## src/rtl/mc_ctrl_pkg.sv

```systemverilog
// -----------------------------------------------------------------------------
// mc_ctrl_pkg
// Shared definitions for the multicycle MIPS main control unit:
//   - 4-bit state encoding (plain constants so legacy tools and debug
//     scripts can use the raw values seen on state_o)
//   - opcode constants, ALU operation codes, ALU B-source and PC-source
//     encodings
//   - ctrl_t: the bundle of control strobes driven onto the datapath
// -----------------------------------------------------------------------------
package mc_ctrl_pkg;

  typedef logic [3:0] state_t;

  localparam state_t S_RESET    = 4'd0;
  localparam state_t S_FETCH    = 4'd1;
  localparam state_t S_DECODE   = 4'd2;
  localparam state_t S_MEM_ADDR = 4'd3;
  localparam state_t S_MEM_RD   = 4'd4;
  localparam state_t S_MEM_WB   = 4'd5;
  localparam state_t S_MEM_WR   = 4'd6;
  localparam state_t S_EXEC_R   = 4'd7;
  localparam state_t S_R_WB     = 4'd8;
  localparam state_t S_EXEC_I   = 4'd9;
  localparam state_t S_I_WB     = 4'd10;
  localparam state_t S_BRANCH   = 4'd11;
  localparam state_t S_JUMP     = 4'd12;

  localparam logic [5:0] OP_RTYPE = 6'b000000;
  localparam logic [5:0] OP_LW    = 6'b100011;
  localparam logic [5:0] OP_SW    = 6'b101011;
  localparam logic [5:0] OP_BEQ   = 6'b000100;
  localparam logic [5:0] OP_ADDI  = 6'b001000;
  localparam logic [5:0] OP_ANDI  = 6'b001100;
  localparam logic [5:0] OP_ORI   = 6'b001101;
  localparam logic [5:0] OP_J     = 6'b000010;

  typedef enum logic [2:0] {
    ALU_ADD   = 3'b000,
    ALU_SUB   = 3'b001,
    ALU_FUNCT = 3'b010,
    ALU_AND   = 3'b011,
    ALU_OR    = 3'b100
  } alu_op_e;

  typedef enum logic [1:0] {
    SRCB_B       = 2'b00,
    SRCB_FOUR    = 2'b01,
    SRCB_IMM     = 2'b10,
    SRCB_IMM_SH2 = 2'b11
  } alu_src_b_e;

  typedef enum logic [1:0] {
    PCS_ALU    = 2'b00,
    PCS_ALUOUT = 2'b01,
    PCS_JUMP   = 2'b10
  } pc_source_e;

  typedef struct packed {
    logic       pc_write;
    logic       pc_write_cond;
    logic       iord;
    logic       mem_read;
    logic       mem_write;
    logic       ir_write;
    logic       reg_dst;
    logic       mem_to_reg;
    logic       reg_write;
    logic       alu_src_a;
    alu_src_b_e alu_src_b;
    alu_op_e    alu_op;
    pc_source_e pc_source;
    logic       illegal_op;
    logic       mem_timeout;
  } ctrl_t;

  // ALU operation for the immediate-arithmetic group (EXEC_I and I_WB).
  function automatic alu_op_e itype_alu_op(input logic [5:0] op);
    case (op)
      OP_ANDI: return ALU_AND;
      OP_ORI:  return ALU_OR;
      default: return ALU_ADD;
    endcase
  endfunction

  // States that wait on the memory ready handshake.
  function automatic logic is_wait_state(input state_t s);
    return (s == S_FETCH) || (s == S_MEM_RD) || (s == S_MEM_WR);
  endfunction

endpackage

```

## src/rtl/mc_wait_timer.sv

```systemverilog
// -----------------------------------------------------------------------------
// mc_wait_timer
// Counts cycles spent waiting on memory and flags the last permitted cycle.
// Ports:
//   clk, rst_n : clock, asynchronous active-low reset
//   clr        : restart the count at zero next cycle (has priority)
//   run        : advance the count this cycle
//   expired    : count has reached TIMEOUT_CYC-1 (the final waiting cycle)
// -----------------------------------------------------------------------------
module mc_wait_timer #(
  parameter int TIMEOUT_CYC = 16,
  parameter int CNT_W       = $clog2(TIMEOUT_CYC)
) (
  input  logic clk,
  input  logic rst_n,
  input  logic clr,
  input  logic run,
  output logic expired
);

  logic [CNT_W-1:0] cnt_q, cnt_d;

  assign expired = (cnt_q == CNT_W'(TIMEOUT_CYC - 1));

  always_comb begin
    cnt_d = cnt_q;
    if (clr) begin
      cnt_d = '0;
    end else if (run && !expired) begin
      // Saturate: on expiry the controller leaves (or re-enters) the wait
      // state, which clears the count anyway.
      cnt_d = cnt_q + CNT_W'(1);
    end
  end

  always_ff @(posedge clk or negedge rst_n) begin
    if (!rst_n) begin
      cnt_q <= '0;
    end else begin
      cnt_q <= cnt_d;
    end
  end

endmodule

```

## src/rtl/mc_ctrl_fsm.sv

```systemverilog
// -----------------------------------------------------------------------------
// mc_ctrl_fsm
// Multicycle MIPS main control unit. Steps each instruction through
// fetch/decode/execute/memory/writeback and drives the shared-datapath
// control strobes. Memory accesses wait on mem_ready_i and are aborted
// after TIMEOUT_CYC cycles (mem_timeout pulse, return to FETCH).
//
// Configuration macro: MC_CTRL_JUMP_EN
//   defined   : opcode 000010 (j) runs the JUMP state (pc_write, pc_source=10)
//   undefined : opcode 000010 is illegal
//
// Ports:
//   clk, rst_n      : clock, asynchronous active-low reset
//   opcode_i        : IR[31:26], stable from DECODE until return to FETCH
//   mem_ready_i     : memory completes the current access this cycle
//   pc_write, pc_write_cond, iord, mem_read, mem_write, ir_write, reg_dst,
//   mem_to_reg, reg_write, alu_src_a, alu_src_b, alu_op, pc_source
//                   : datapath control strobes
//   illegal_op      : one-cycle pulse, unknown opcode seen in DECODE
//   mem_timeout     : one-cycle pulse, memory wait aborted
//   state_o         : current state, for debug
// -----------------------------------------------------------------------------
module mc_ctrl_fsm
  import mc_ctrl_pkg::*;
#(
  parameter int OP_W        = 6,
  parameter int TIMEOUT_CYC = 16,
  parameter int CNT_W       = $clog2(TIMEOUT_CYC)
) (
  input  logic            clk,
  input  logic            rst_n,
  input  logic [OP_W-1:0] opcode_i,
  input  logic            mem_ready_i,
  output logic            pc_write,
  output logic            pc_write_cond,
  output logic            iord,
  output logic            mem_read,
  output logic            mem_write,
  output logic            ir_write,
  output logic            reg_dst,
  output logic            mem_to_reg,
  output logic            reg_write,
  output logic            alu_src_a,
  output logic [1:0]      alu_src_b,
  output logic [2:0]      alu_op,
  output logic [1:0]      pc_source,
  output logic            illegal_op,
  output logic            mem_timeout,
  output logic [3:0]      state_o
);

  state_t     state_q, state_d;
  state_t     dec_target;
  logic       dec_illegal;
  logic [5:0] op6;
  logic       op_hi_zero;
  logic       expired;
  logic       timeout;
  logic       tmr_clr;
  logic       tmr_run;
  ctrl_t      ctrl;

  assign op6        = opcode_i[5:0];
  // Any set bit above the 6-bit opcode field makes the opcode illegal.
  assign op_hi_zero = ((opcode_i >> 6) == '0);

  // Abort only when the last permitted cycle also sees no ready.
  assign timeout = is_wait_state(state_q) && !mem_ready_i && expired;

  // Restart the count on every entry into a wait state, including the
  // FETCH -> FETCH re-issue after an aborted fetch.
  assign tmr_clr = is_wait_state(state_d) && ((state_d != state_q) || timeout);
  assign tmr_run = is_wait_state(state_q) && !mem_ready_i;

  mc_wait_timer #(
    .TIMEOUT_CYC (TIMEOUT_CYC),
    .CNT_W       (CNT_W)
  ) u_wait_timer (
    .clk     (clk),
    .rst_n   (rst_n),
    .clr     (tmr_clr),
    .run     (tmr_run),
    .expired (expired)
  );

  // Opcode dispatch target out of DECODE.
  always_comb begin
    // NOTE: every variable gets a default before any branch so no path
    // leaves it unassigned, which would otherwise infer a latch.
    dec_target  = S_FETCH;
    dec_illegal = 1'b1;
    if (op_hi_zero) begin
      case (op6)
        OP_LW, OP_SW: begin
          dec_target  = S_MEM_ADDR;
          dec_illegal = 1'b0;
        end
        OP_RTYPE: begin
          dec_target  = S_EXEC_R;
          dec_illegal = 1'b0;
        end
        OP_BEQ: begin
          dec_target  = S_BRANCH;
          dec_illegal = 1'b0;
        end
        OP_ADDI, OP_ANDI, OP_ORI: begin
          dec_target  = S_EXEC_I;
          dec_illegal = 1'b0;
        end
`ifdef MC_CTRL_JUMP_EN
        OP_J: begin
          dec_target  = S_JUMP;
          dec_illegal = 1'b0;
        end
`endif
        default: ;
      endcase
    end
  end

  // Next state.
  always_comb begin
    state_d = state_q;
    case (state_q)
      S_RESET:    state_d = S_FETCH;
      S_FETCH:    if (mem_ready_i) state_d = S_DECODE;
                  else if (expired) state_d = S_FETCH;
      S_DECODE:   state_d = dec_target;
      S_MEM_ADDR: state_d = (op6 == OP_SW) ? S_MEM_WR : S_MEM_RD;
      S_MEM_RD:   if (mem_ready_i) state_d = S_MEM_WB;
                  else if (expired) state_d = S_FETCH;
      S_MEM_WR:   if (mem_ready_i || expired) state_d = S_FETCH;
      S_EXEC_R:   state_d = S_R_WB;
      S_EXEC_I:   state_d = S_I_WB;
      S_MEM_WB, S_R_WB, S_I_WB, S_BRANCH:
                  state_d = S_FETCH;
`ifdef MC_CTRL_JUMP_EN
      S_JUMP:     state_d = S_FETCH;
`endif
      default:    state_d = S_FETCH;
    endcase
  end

  // Control strobes: Moore decode of state_q, plus the ready-qualified
  // fetch strobes and the two pulses.
  always_comb begin
    ctrl             = '0;
    ctrl.mem_timeout = timeout;
    case (state_q)
      S_FETCH: begin
        ctrl.mem_read  = 1'b1;
        ctrl.alu_src_b = SRCB_FOUR;
        ctrl.ir_write  = mem_ready_i;
        ctrl.pc_write  = mem_ready_i;
      end
      S_DECODE: begin
        ctrl.alu_src_b  = SRCB_IMM_SH2;
        ctrl.illegal_op = dec_illegal;
      end
      S_MEM_ADDR: begin
        ctrl.alu_src_a = 1'b1;
        ctrl.alu_src_b = SRCB_IMM;
      end
      S_MEM_RD: begin
        ctrl.mem_read = 1'b1;
        ctrl.iord     = 1'b1;
      end
      S_MEM_WB: begin
        ctrl.mem_to_reg = 1'b1;
        ctrl.reg_write  = 1'b1;
      end
      S_MEM_WR: begin
        ctrl.mem_write = 1'b1;
        ctrl.iord      = 1'b1;
      end
      S_EXEC_R: begin
        ctrl.alu_src_a = 1'b1;
        ctrl.alu_op    = ALU_FUNCT;
      end
      S_R_WB: begin
        ctrl.reg_dst   = 1'b1;
        ctrl.reg_write = 1'b1;
      end
      S_EXEC_I: begin
        ctrl.alu_src_a = 1'b1;
        ctrl.alu_src_b = SRCB_IMM;
        ctrl.alu_op    = itype_alu_op(op6);
      end
      S_I_WB: begin
        ctrl.alu_op    = itype_alu_op(op6);
        ctrl.reg_write = 1'b1;
      end
      S_BRANCH: begin
        ctrl.alu_src_a     = 1'b1;
        ctrl.alu_op        = ALU_SUB;
        ctrl.pc_write_cond = 1'b1;
        ctrl.pc_source     = PCS_ALUOUT;
      end
`ifdef MC_CTRL_JUMP_EN
      S_JUMP: begin
        ctrl.pc_write  = 1'b1;
        ctrl.pc_source = PCS_JUMP;
      end
`endif
      default: ;
    endcase
  end

  always_ff @(posedge clk or negedge rst_n) begin
    if (!rst_n) begin
      state_q <= S_RESET;
    end else begin
      // NOTE: non-blocking so every flop samples pre-edge values and the
      // result does not depend on process evaluation order.
      state_q <= state_d;
    end
  end

  assign pc_write      = ctrl.pc_write;
  assign pc_write_cond = ctrl.pc_write_cond;
  assign iord          = ctrl.iord;
  assign mem_read      = ctrl.mem_read;
  assign mem_write     = ctrl.mem_write;
  assign ir_write      = ctrl.ir_write;
  assign reg_dst       = ctrl.reg_dst;
  assign mem_to_reg    = ctrl.mem_to_reg;
  assign reg_write     = ctrl.reg_write;
  assign alu_src_a     = ctrl.alu_src_a;
  assign alu_src_b     = ctrl.alu_src_b;
  assign alu_op        = ctrl.alu_op;
  assign pc_source     = ctrl.pc_source;
  assign illegal_op    = ctrl.illegal_op;
  assign mem_timeout   = ctrl.mem_timeout;
  assign state_o       = state_q;

endmodule

```

## config.mk

```make
export PLATFORM = sky130hd
export DESIGN_NAME = mc_ctrl_fsm
export DESIGN_NICKNAME = d
export VERILOG_FILES = /design/src/rtl/mc_ctrl_pkg.sv /design/src/rtl/mc_wait_timer.sv /design/src/rtl/mc_ctrl_fsm.sv
export SDC_FILE = /design/constraint.sdc
export NUM_CORES = 1
export LEC_CHECK = 0
export ABC_CLOCK_PERIOD_IN_PS = 2050
export BUFFER_PORTS_ARGS = -buffer_cell sky130_fd_sc_hd__buf_2
export CORE_AREA = 2 2 50 52
export DETAILED_ROUTE_END_ITERATION = 8
export DIE_AREA = 0 0 52 54
export PLACE_DENSITY = 0.62
export REMOVE_ABC_BUFFERS = 1
export SYNTH_ARGS = -nofsm -noshare
export SYNTH_HDL_FRONTEND = slang
export SYNTH_SLANG_ARGS = --single-unit
```

## constraint.sdc

```tcl
create_clock -name clk -period 2.05 [get_ports clk]
set_clock_uncertainty 0.2 [all_clocks]
set_input_delay 0.1025 -clock clk [delete_from_list [all_inputs] [get_ports clk]]
set_output_delay 0.1025 -clock clk [all_outputs]
set_load 0.01 [all_outputs]
```

# Word-level counts from Yosys, hierarchy flattened
# Index checks and enable logic that the tools add are counted.
# classes
n_addsub	1
n_mux	24
n_eq_ne	22
reduce_logical	23
# ops
operator	n
$pmux 4 s7	1
$eq 4x3->1 const B	6
$mux 4	6
$eq 4x4->1 const B	5
$eq 6x4->1 const B	3
$pmux 4 s4	1
$eq 6x6->1 const B	2
$mux 1	12
$reduce_or 2->1	5
$pmux 3 s3	1
$eq 4x1->1 const B	2
$eq 4x2->1 const B	2
$reduce_or 7->1	1
$eq 6x3->1 const B	1
$logic_not 6->1	1
$logic_or 1x1->1	6
$pmux 2 s3	1
$pmux 3 s2	1
$reduce_or 3->1	2
$add 4x1->4 const B	1
$logic_and 1x1->1	4
$ne 4x4->1	1
$reduce_or 4->1	1
$logic_not 1->1	2
other kinds (2)	2
# word_totals
word_cells	72
output_inout_bits	23
ff_bits	8

# Depth between registers and ports, before layout
# depth
depth_word	9
mapped_depth	7

# Hierarchy
# A second synthesis with hierarchy kept.
# unflattened
hier_cells	115
hier_area_um2	865.8
# modules_own_cells
module	instances	cells_each	seq_area_each_um2	area_per_inst_um2
mc_ctrl_fsm	1	95	100.1	636.9
mc_wait_timer	1	20	100.1	229.0

# Worst setup path before layout
# Ideal clock, no wire load.
# synth_path
path_kind	flip-flop to flip-flop
start	register state_q[1] (netlist: state_o[1])
end	register u_wait_timer.cnt_q[0]
path_buffers	1
required_time_ns	1.718
arrival_ns	1.426
stages_incl_launch_ff	7
setup_slack_ns	0.292
synth_period_minus_slack_ns	1.758
cell_sequence	dfrtp_1 buf_2 nor4b_2 a211oi_2 a31oi_1 a211oi_2 nor3_1
# synth_via
elab_chain_len	8
elab_cells_between_ends	27
classes_between	11 x eq/ne; 6 x mux; 10 x reduce/logical
# synth_rtl
element	line	rtl
start: declaration	mc_ctrl_fsm.sv:52	state_t state_q, state_d;
start signal: assignment	mc_ctrl_fsm.sv:215	state_q <= state_d;
$mux 4, or another cell as far along	mc_ctrl_fsm.sv:127, mc_ctrl_fsm.sv:131	
$mux 4, or another cell as far along	mc_ctrl_fsm.sv:130	S_MEM_RD: if (mem_ready_i) state_d = S_MEM_WB;
$pmux 4 s7 or $logic_or 1x1->1 (tied branches)	mc_ctrl_fsm.sv:124, mc_ctrl_pkg.sv:87	
$eq 4x1->1, or another cell as far along	mc_ctrl_pkg.sv:87	return (s == S_FETCH) || (s == S_MEM_RD) || (s == S_MEM_WR);
$logic_or 1x1->1 or $logic_and 1x1->1 (tied branches)	mc_ctrl_pkg.sv:87, mc_ctrl_fsm.sv:68	
$logic_or 1x1->1, on equally long branches	mc_ctrl_pkg.sv:87, mc_ctrl_fsm.sv:72	
$logic_and 1x1->1	mc_ctrl_fsm.sv:72	assign tmr_clr = is_wait_state(state_d) && ((state_d != state_q) || timeout);
$mux 4 or $reduce_bool 2->1 (tied branches)	n/a	
end signal: assignment	mc_wait_timer.sv:40	cnt_q <= cnt_d;
end: declaration	mc_wait_timer.sv:21	logic [CNT_W-1:0] cnt_q, cnt_d;
# Parallel ways exist; a longest one is shown, timed or not.
# A chain may end at the register's enable or synchronous reset.

# Worst setup path in the final report
# layout_path
start	register state_q[2] (netlist: state_o[2])
end	output port alu_op[1]
# layout_via
elab_chain_len	3
elab_cells_between_ends	6
classes_between	4 x eq/ne; 1 x mux; 1 x reduce/logical
# layout_rtl
element	line	rtl
$eq 4x4->1, on equally long branches	n/a	
$reduce_or 2->1 (no source line)	n/a	
$pmux 3 s3 *	mc_ctrl_fsm.sv:149	case (state_q)
end: declaration	mc_ctrl_fsm.sv:45	output logic [2:0] alu_op,
# Mark *: on every way between the ends. The rest lies on a longest branch, timed or not.

==> flow_summary.json <==
{
  "place_inst": 159,
  "postLayoutSetupSlackWorst_ps": 102,
  "critical_path.max_stage_delay_ps": 490,
  "leakage_nw": 0.498,
  "max_cap_viol_count": 0,
  "num_io_pins": 32,
  "globalRouteTotalUtil_pct": 16.3,
  "synth-edff-count": 0,
  "ir_worst_vdd_mv": 0.604,
  "floorplan.initialDensity_pct": 37.0,
  "tritoncts.num_buffers": 3,
  "rrSetupSlack_ps": 150,
  "finalWeightedCongestion": 0.760,
  "timing.critical_path.required_ps": 1750,
  "synthDistinctLibCells": 45,
  "min_period_over_period_pct": 95.0,
  "htree_num_levels": 1,
  "grt_antenna_before_repair": 0,
  "num_vias": 900,
  "yosys_register_bits": 8,
  "detail_route.wl_per_cell_um": 13.4,
  "grt_pass1_wl_um": 3380,
  "post-place-ws_ps": 158,
  "synth.yosys.seq_area_share_pct": 23.3,
  "std_cell_rows": 18,
  "timing.critical_path.buf_inv": 1,
  "kind_of_path_behind_the_tightest_hold_check": "primary input to asynchronous set/reset pin",
  "setup.worst_path.end_class": "output pin",
  "synth-main-ff-cell": "dfrtp_1",
  "clock-sinks": 8,
  "cts_tree": "built",
  "synthCells": 105,
  "worst_r2r_path_depth": 5,
  "crit_path_cell_trace": "nand2b_2 -> o41ai_1 -> a32o_1 -> buf_2",
  "crit_arrival_ps": 1650,
  "crit_family": "compound AO/OA/AOI/OAI gates",
  "final_net_count": 145,
  "postSynthAreaPerCell_sq_um": 8.17,
  "synth_async_sr_flop_share_pct": 100,
  "capture_point_of_the_worst_reg_to_reg_path": "u_wait_timer.cnt_q[1]$_DFFE_PN0P_",
  "critPathKind": "flop to output pin",
  "dp.final_hpwl_um": 1730,
  "ctsRootBufferMaster": "clkbuf_4",
  "post_route_cells_drive_above_1_share_pct": 36.8,
  "largest_buffer_count_on_any_clock_path": 2,
  "crit_path_start_kind": "flop",
  "setup_viol": 0,
  "grt_max_degree": 13,
  "max_clock_freq_mhz": 513,
  "timing.critical_path.fanout_max": 12,
  "route.detailed.drc": 0,
  "floorplan.die.height_um": 54,
  "drt_iter0_drc": 7,
  "die-area_sq_um": 2810,
  "route.antenna.remaining_nets": 0,
  "gr-total-overflow": 0,
  "timing.setup.tns_ps": 0,
  "worst_hold_slack_ps": 7.56,
  "final_core_utilization_pct": 45.4,
  "drt-vias-per-instance": 5.52,
  "detail_route.first_pass.iterations": 4,
  "clkLatencyLatePin_ps": 260,
  "die-width_um": 52,
  "power_per_cell_area_nw_per_um2": 1180,
  "grt_setup_unrepaired": "false",
  "cpMaxStageDelayCell": "dfrtp_2",
  "finish.cell_count_without_fillers": 163,
  "wl_um": 2180,
  "io_buffers": 30,
  "outcome": "complete, no violations",
  "hold_viol_final": 0,
  "critical_path.reg2reg.startpoint": "state_o[1]$_DFF_PN0_",
  "first_global_vias": 768,
  "antenna_cells_inserted": 0,
  "period_minus_slack_ps": 1950,
  "timing_max_transition_violations_final": 0,
  "core-area_sq_um": 2320,
  "synth.yosys.warnings": 0,
  "synth_area_sq_um": 858,
  "cts.reportedPaths.clkPinSlew_ps": 60,
  "area_growth_from_synthesis_to_final_layout_pct": 22.6
}
synth_stat cells (2+ instances only):
library cell	n	area share (%)
buf_4	4	3.5
nor3_1	8	4.7
and3_1	2	1.5
o21ai_0	6	3.5
nand3_1	2	1.2
clkbuf_1	2	0.87
and4bb_2	2	2.9
xnor2_1	2	2.0
and2_1	2	1.5
nor2b_1	4	2.9
o2111ai_1	2	2.0
nand2b_1	4	2.9
nand2_1	8	3.5
a31oi_1	2	1.5
nor4_1	2	1.5
nand4_1	3	2.2
a211oi_2	2	2.9
inv_1	2	0.87
o31ai_1	2	1.7
nor2_1	6	2.6
a21oi_1	3	1.7
xor2_1	2	2.0
buf_2	4	2.3
dfrtp_1	8	23
kinds of logic after synthesis:
logic type,count (synthesis),synth area share [%]
other,1,0.437
AOI/OAI and AO/OA,24,20.6
muxes,1,1.17
buffers and inverters,13,8.89
and+or+nand+nor,53,40.1
DFF,8,23.3
adders and majority gates,1,1.46
xor gates and xnor gates,4,4.08
how the worst max path moves through the flow:
stage / startpoint / endpoint / slack (ps) / cells after the start
CTS: state_o[2]$_DFF_PN0_ / alu_op[1] / 30 / 4
global route: state_o[1]$_DFF_PN0_ / reg_write / 3 / 5
finish: state_o[2]$_DFF_PN0_ / alu_op[1] / 100 / 4
global placement: state_o[1]$_DFF_PN0_ / u_wait_timer.cnt_q[0]$_DFFE_PN0P_ / 200 / 5
floorplan: state_o[1]$_DFF_PN0_ / u_wait_timer.cnt_q[0]$_DFFE_PN0P_ / 150 / 5
detailed placement: state_o[2]$_DFF_PN0_ / u_wait_timer.cnt_q[1]$_DFFE_PN0P_ / 160 / 5
worst reg2reg max path: cells and delay by family (launching register included):
| family | cells | cell delay [ps] |
|---|---|---|
| compound gates | 3 | 710 |
| flops | 1 | 500 |
| simple gates | 2 | 370 |
sequential cells by signal (all words and copies together) (netlist names):
register and flops:
state_o 4, u_wait_timer.cnt_q 4
per-stage QoR:
stage | total power (W) | instance area, sq um
2_1_floorplan | 0.000796 | 790
3_3_place_gp | 0.00110 | 1010
3_5_place_dp | 0.00112 | 1010
4_1_cts | 0.00125 | 1050
5_1_grt | 0.00136 | 1050
6_report | 0.00125 | 1050
area by class of cell:
type | instances | area, sq um
Tap cell | 30 | 37.5
Timing Repair Buffer | 36 | 198
Fill cell | 241 | 1270
Clock buffer | 3 | 22.5
Sequential cell | 8 | 203
Multi-Input combinational cell | 84 | 584
Inverter | 2 | 7.51
routing by layer:
layer | vias to the layer above | track usage [%] | routed length [um] | part of all wire [%]
li1 | 452 | - | - | -
met1 | 412 | 20.3 | 965 | 44
met2 | 32 | 28.7 | 1050 | 48
met3 | 4 | 0.833 | 137 | 6.3
met4 | 0 | 7.89 | 26 | 1.2
met5 | - | 0 | 0 | 0
where the power goes:
group	internal [W]	total (W)	leakage, nW	switching, W
Clock	0.0000675	0.000128	0.0138	0.0000603
Sequential	0.000210	0.000309	0.103	0.0000990
Combinational	0.000367	0.000809	0.381	0.000442
cell usage in the layout (no fill, tap or decap), types with 2 or more instances in the layout:
cell / count
a211oi_2: 2
a21oi_1: 3
a31oi_1: 2
and2_1: 2
and3_1: 2
and4bb_2: 2
buf_2: 30
buf_4: 5
clkbuf_4: 3
dfrtp_1: 6
dfrtp_2: 2
inv_1: 2
nand2_1: 8
nand2b_1: 3
nand3_1: 2
nand4_1: 3
nor2_1: 6
nor2b_1: 4
nor3_1: 8
nor4_1: 2
o2111ai_1: 2
o21ai_0: 6
o31ai_1: 2
xnor2_1: 2
xor2_1: 2
repair_timing:
action / in CTS / in global routing
hold endpoints to repair: 8 / 0
setup endpoints to repair: 0 / 3
gates resized for setup: 0 / 3
hold buffers: 1 / 0
buffers inserted: 0 / 0
(Power assumes the default switching activity.)
